===== src/rtl/ram_arbiter.sv =====
// Two-client arbiter/sequencer for a single-port synchronous RAM.
// Define RAM_ARB_FIXED_PRIO_EN for fixed client-0 priority (default round-robin).
module ram_arbiter #(
  parameter int ADDR_W = 4,
  parameter int DATA_W = 8
) (
  input  logic              clk,
  input  logic              rst,
  input  logic              req0_valid,
  output logic              req0_ready,
  input  logic              req0_we,
  input  logic [ADDR_W-1:0] req0_addr,
  input  logic [DATA_W-1:0] req0_wdata,
  output logic              rsp0_valid,
  output logic [DATA_W-1:0] rsp0_rdata,
  input  logic              req1_valid,
  output logic              req1_ready,
  input  logic              req1_we,
  input  logic [ADDR_W-1:0] req1_addr,
  input  logic [DATA_W-1:0] req1_wdata,
  output logic              rsp1_valid,
  output logic [DATA_W-1:0] rsp1_rdata,
  output logic              ram_we,
  output logic [ADDR_W-1:0] ram_addr,
  output logic [DATA_W-1:0] ram_data_in,
  input  logic [DATA_W-1:0] ram_data_out,
  output logic              busy
);

  typedef enum logic [1:0] {IDLE, ACCESS, RD_WAIT} state_t;

  state_t              state_q, state_d;
  logic                cmd_we_q, cmd_we_d;
  logic                cmd_id_q, cmd_id_d;
  logic                ram_we_q, ram_we_d;
  logic [ADDR_W-1:0]   ram_addr_q, ram_addr_d;
  logic [DATA_W-1:0]   ram_din_q, ram_din_d;
  logic                rsp0_valid_q, rsp0_valid_d;
  logic                rsp1_valid_q, rsp1_valid_d;
  logic [DATA_W-1:0]   rsp0_rdata_q, rsp0_rdata_d;
  logic [DATA_W-1:0]   rsp1_rdata_q, rsp1_rdata_d;
  logic                gnt1;
`ifndef RAM_ARB_FIXED_PRIO_EN
  logic                last_grant_q, last_grant_d;
`endif

  always_comb begin
    state_d      = state_q;
    cmd_we_d     = cmd_we_q;
    cmd_id_d     = cmd_id_q;
    ram_we_d     = 1'b0;
    ram_addr_d   = ram_addr_q;
    ram_din_d    = ram_din_q;
    rsp0_valid_d = 1'b0;
    rsp1_valid_d = 1'b0;
    rsp0_rdata_d = rsp0_rdata_q;
    rsp1_rdata_d = rsp1_rdata_q;
    req0_ready   = 1'b0;
    req1_ready   = 1'b0;
    gnt1         = 1'b0;
`ifndef RAM_ARB_FIXED_PRIO_EN
    last_grant_d = last_grant_q;
`endif
    unique case (state_q)
      IDLE: begin
        if (req0_valid || req1_valid) begin
`ifdef RAM_ARB_FIXED_PRIO_EN
          gnt1 = !req0_valid;
`else
          gnt1 = (req0_valid && req1_valid) ? !last_grant_q : req1_valid;
          last_grant_d = gnt1;
`endif
          req0_ready = !gnt1;
          req1_ready = gnt1;
          cmd_id_d   = gnt1;
          cmd_we_d   = gnt1 ? req1_we    : req0_we;
          ram_we_d   = gnt1 ? req1_we    : req0_we;
          ram_addr_d = gnt1 ? req1_addr  : req0_addr;
          ram_din_d  = gnt1 ? req1_wdata : req0_wdata;
          state_d    = ACCESS;
        end
      end
      ACCESS: state_d = cmd_we_q ? IDLE : RD_WAIT;
      RD_WAIT: begin
        // RAM output is valid here; capture it for the owning client
        if (cmd_id_q) begin
          rsp1_rdata_d = ram_data_out;
          rsp1_valid_d = 1'b1;
        end else begin
          rsp0_rdata_d = ram_data_out;
          rsp0_valid_d = 1'b1;
        end
        state_d = IDLE;
      end
      default: state_d = IDLE;
    endcase
  end

  always_ff @(posedge clk) begin
    if (rst) begin
      state_q      <= IDLE;
      cmd_we_q     <= 1'b0;
      cmd_id_q     <= 1'b0;
      ram_we_q     <= 1'b0;
      ram_addr_q   <= '0;
      ram_din_q    <= '0;
      rsp0_valid_q <= 1'b0;
      rsp1_valid_q <= 1'b0;
      rsp0_rdata_q <= '0;
      rsp1_rdata_q <= '0;
`ifndef RAM_ARB_FIXED_PRIO_EN
      last_grant_q <= 1'b1;
`endif
    end else begin
      state_q      <= state_d;
      cmd_we_q     <= cmd_we_d;
      cmd_id_q     <= cmd_id_d;
      ram_we_q     <= ram_we_d;
      ram_addr_q   <= ram_addr_d;
      ram_din_q    <= ram_din_d;
      rsp0_valid_q <= rsp0_valid_d;
      rsp1_valid_q <= rsp1_valid_d;
      rsp0_rdata_q <= rsp0_rdata_d;
      rsp1_rdata_q <= rsp1_rdata_d;
`ifndef RAM_ARB_FIXED_PRIO_EN
      last_grant_q <= last_grant_d;
`endif
    end
  end

  assign ram_we      = ram_we_q;
  assign ram_addr    = ram_addr_q;
  assign ram_data_in = ram_din_q;
  assign rsp0_valid  = rsp0_valid_q;
  assign rsp1_valid  = rsp1_valid_q;
  assign rsp0_rdata  = rsp0_rdata_q;
  assign rsp1_rdata  = rsp1_rdata_q;
  assign busy        = (state_q != IDLE);

endmodule


===== config.mk =====
export PLATFORM = sky130hd
export DESIGN_NAME = ram_arbiter
export DESIGN_NICKNAME = d
export VERILOG_FILES = /design/src/rtl/ram_arbiter.sv
export SDC_FILE = /design/constraint.sdc
export NUM_CORES = 1
export LEC_CHECK = 0
export CAP_MARGIN = 40
export CORE_MARGIN = 3
export CORE_UTILIZATION = 40
export DETAILED_ROUTE_END_ITERATION = 10
export PLACE_DENSITY_LB_ADDON = 0.3
export REMOVE_ABC_BUFFERS = 1
export SETUP_SLACK_MARGIN = 0.1
export SYNTH_ARGS = -nofsm -noshare
export SYNTH_HDL_FRONTEND = slang
export SYNTH_SLANG_ARGS = --single-unit

===== constraint.sdc =====
create_clock -name clk -period 1.85 [get_ports clk]
set_clock_uncertainty 0.1 [all_clocks]
set_input_delay 0.185 -clock clk [delete_from_list [all_inputs] [get_ports clk]]
set_output_delay 0.185 -clock clk [all_outputs]
set_load 0.1 [all_outputs]

==> results_dict.tcl <==
set metrics [dict create \
    ctsHoldBuffers 0 \
    cp_top_family "buffers and inverters" \
    finalCritPeriodShare_pct 89.4 \
    grt_pass1_vias 1406 \
    synth.distinct_cells 24 \
    setup_tns_ns 0 \
    wl_per_cell_um 14.6 \
    synth.area.top_cells "dfxtp_1, mux2i_1, a31oi_1" \
    synth_area_per_cell_um2 9.32 \
    cts-root-buf "clkbuf_4" \
    rrSetupSlack_ns 0.36 \
    syn_inst 153 \
    crit_type "primary input to primary output" \
    htree_levels 2 \
    fmax_mhz 605 \
    rows 21 \
    worstHoldStart "req1_wdata[2]" \
    synthArstFlopShare_pct 0 \
    slowest_delay_ns 0.59 \
    worst_pin_slew_ns 0.700 \
    track_usage_pct 19.1 \
    yosysMostFrequentCell "dfxtp_1" \
    reg2regPathDepth 3 \
    portBuffers 71 \
    fin_cells 275 \
    dp_hpwl_mm 2.85 \
    initialDrtViolationCount 60 \
    first_pass_iters 4 \
    hp-class "primary input to register" \
    synth-edff-count 0 \
    stdcell_area_mm2 0.00226 \
    place.gp.congestion 0.768 \
    wl_mm 4.02 \
    fill_cells 279 \
    die_width_um 65.7 \
    ios 72 \
    rr_endpoint "rsp1_rdata[6]" \
    initial_utilization_pct 42.1 \
    power_density_mw_per_mm2 915 \
    synth_area_leader_cell "dfxtp_1" \
    nets 266 \
    synthTopCellsByCount "dfxtp_1, nor2_1, mux2i_1" \
    placed_cell_area_mm2 0.00214 \
    drcViolationCount 0 \
    clk_latency_ns 0.34 \
    die_height_um 65.7 \
    critPathArrivalTime_ns 1.37 \
    finalSetupViolCount 0 \
    drive_above_1_share_pct 25.3 \
    grt_pass1_wl_mm 6.33 \
    coreArea_mm2 0.00339 \
    min_to "ram_data_in[2]" \
    path_buf_inv 3 \
    power.total_mw 2.07 \
    synth-main-ff-cell "dfxtp_1" \
    dp.cells 263 \
    avgViaCountPerCell 5.36 \
    worstPathMaxFanout 13 \
    utilization_pct 66.7 \
    cp-end-kind "primary output" \
    antenna_found_initial 0 \
    grt_max_degree 37 \
    antenna_left 0 \
    cts_tree "done" \
    required_ns 1.56 \
    overflow 0 \
    slew_headroom_pct 53.2 \
    ys_ff_latch 36 \
    rsz0062_at_grt "no" \
    cts.path.max_buffers 2 \
    synthesis.area_mm2 0.00143 \
    fin_crit_ns 1.65 \
    finalHoldViolCount 0 \
    synth_warnings 0 \
    drv_slew 0 \
    die-area_mm2 0.00432 \
    area_delta_synth_final_pct 58.4 \
    cts_buffers 5 \
    cp_slowest_cell "clkdlybuf4s50_1" \
    vias 1475 \
    holdPathStages 3 \
    crit_chain "clkdlybuf4s50_1 > buf_6 > and3_1 > buf_12" \
    cp-start-kind "primary input" \
    drv_cap 0 \
    yosysSeqAreaShare_pct 50.5 \
    ir_drop_v 0.000567 \
    synth_top_area_share_pct 50.5 \
    p_leak_nw 0.960 \
    regToRegStartpoint "state_q[0]" \
    clk_pin_slew_worst_paths_ns 0.12 \
    clock_sinks 36 \
    outcome "completed" \
    antennaDiodeCount 0 \
]
[stage by stage]
step	setup WS, ns	hold WS (ns)
floorplan	-0.914	0.154
global route	0.118	0.319
finish	0.197	0.309
global placement	0.134	0.319
detailed placement	0.0451	0.332
CTS	0.165	0.301
[kinds of logic (layout without fill, tap and decap cells)]
logic type / after synthesis / count (layout) / share of synthesized area [%]
AO/OA/AOI/OAI: 30 / 30 / 13.1
buffers and inverters: 16 / 92 / 5.44
flip-flops: 36 / 36 / 50.5
multiplexers: 17 / 17 / 11.9
AND/OR/NAND/NOR: 54 / 54 / 19.0
[how the worst max path moves through the flow]
stage	from	to	cells past startpoint
after floorplan	state_q[0]	ram_addr[0]	4
after global placement	req0_valid	ram_addr[0]	4
after detailed placement	req0_valid	ram_data_in[3]	4
after CTS	req0_valid	req0_ready	4
after global routing	req1_valid	req1_ready	5
final	req0_valid	req0_ready	4
[metal layers]
layer	global-route usage (%)	vias up	wire length, um
met4	7.77	0	81
met3	7.52	8	502
met2	32.0	91	1900
met1	21.5	673	1540
li1	-	703	-
met5	0	-	0
[flip-flops by register name (all words and copies together) (netlist names)]
| name | count |
|---|---|
| state_q | 2 |
| last_grant_q | 1 |
| ram_addr | 4 |
| cmd_id_q | 1 |
| ram_we | 1 |
| ram_data_in | 8 |
| rsp1_valid | 1 |
| rsp0_valid | 1 |
| rsp1_rdata | 8 |
| cmd_we_q | 1 |
| rsp0_rdata | 8 |
[cells in the final DEF, fill, tap and decap left out, drive strengths merged, types with 2 or more instances in the layout]
master         count
nor2              20
a31oi             12
clkbuf             5
nand2              2
clkdlybuf4s50     37
o21ai             13
a21oi              2
nand4             12
nand3             12
dfxtp             36
clkinvlp           2
mux2i             17
buf               45
[final cells by class]
class	count	area, um2	area share (%)
clock inverters	3	42.5	1.88
multi-input cells	101	641	28.3
well taps	46	57.6	2.55
repair buffers	82	749	33.2
inverters	2	11.3	0.498
clock buffers	5	37.5	1.66
flip-flops and latches	36	721	31.9
[repair_timing]
action / 4_1_cts / 5_1_grt
setup endpoints to repair: 1 / 3
gates cloned: 0 / 0
pin swaps: 0 / 1
setup buffers: 1 / 3
resized for setup: 2 / 1
[report_power, final]
group | leakage [nW] | total (mW) | internal [mW] | switching, mW
logic | 0.625 | 0.672 | 0.220 | 0.452
clock network | 0.0412 | 0.547 | 0.282 | 0.265
registers | 0.294 | 0.848 | 0.819 | 0.0283
[worst register-to-register path, cell delays in order, from the launching register on]
cell and delay (ns):
dfxtp_1 0.37, nand3b_1 0.52, mux2i_1 0.33, nor2_1 0.06
Power figures use the tool's default switching activity.
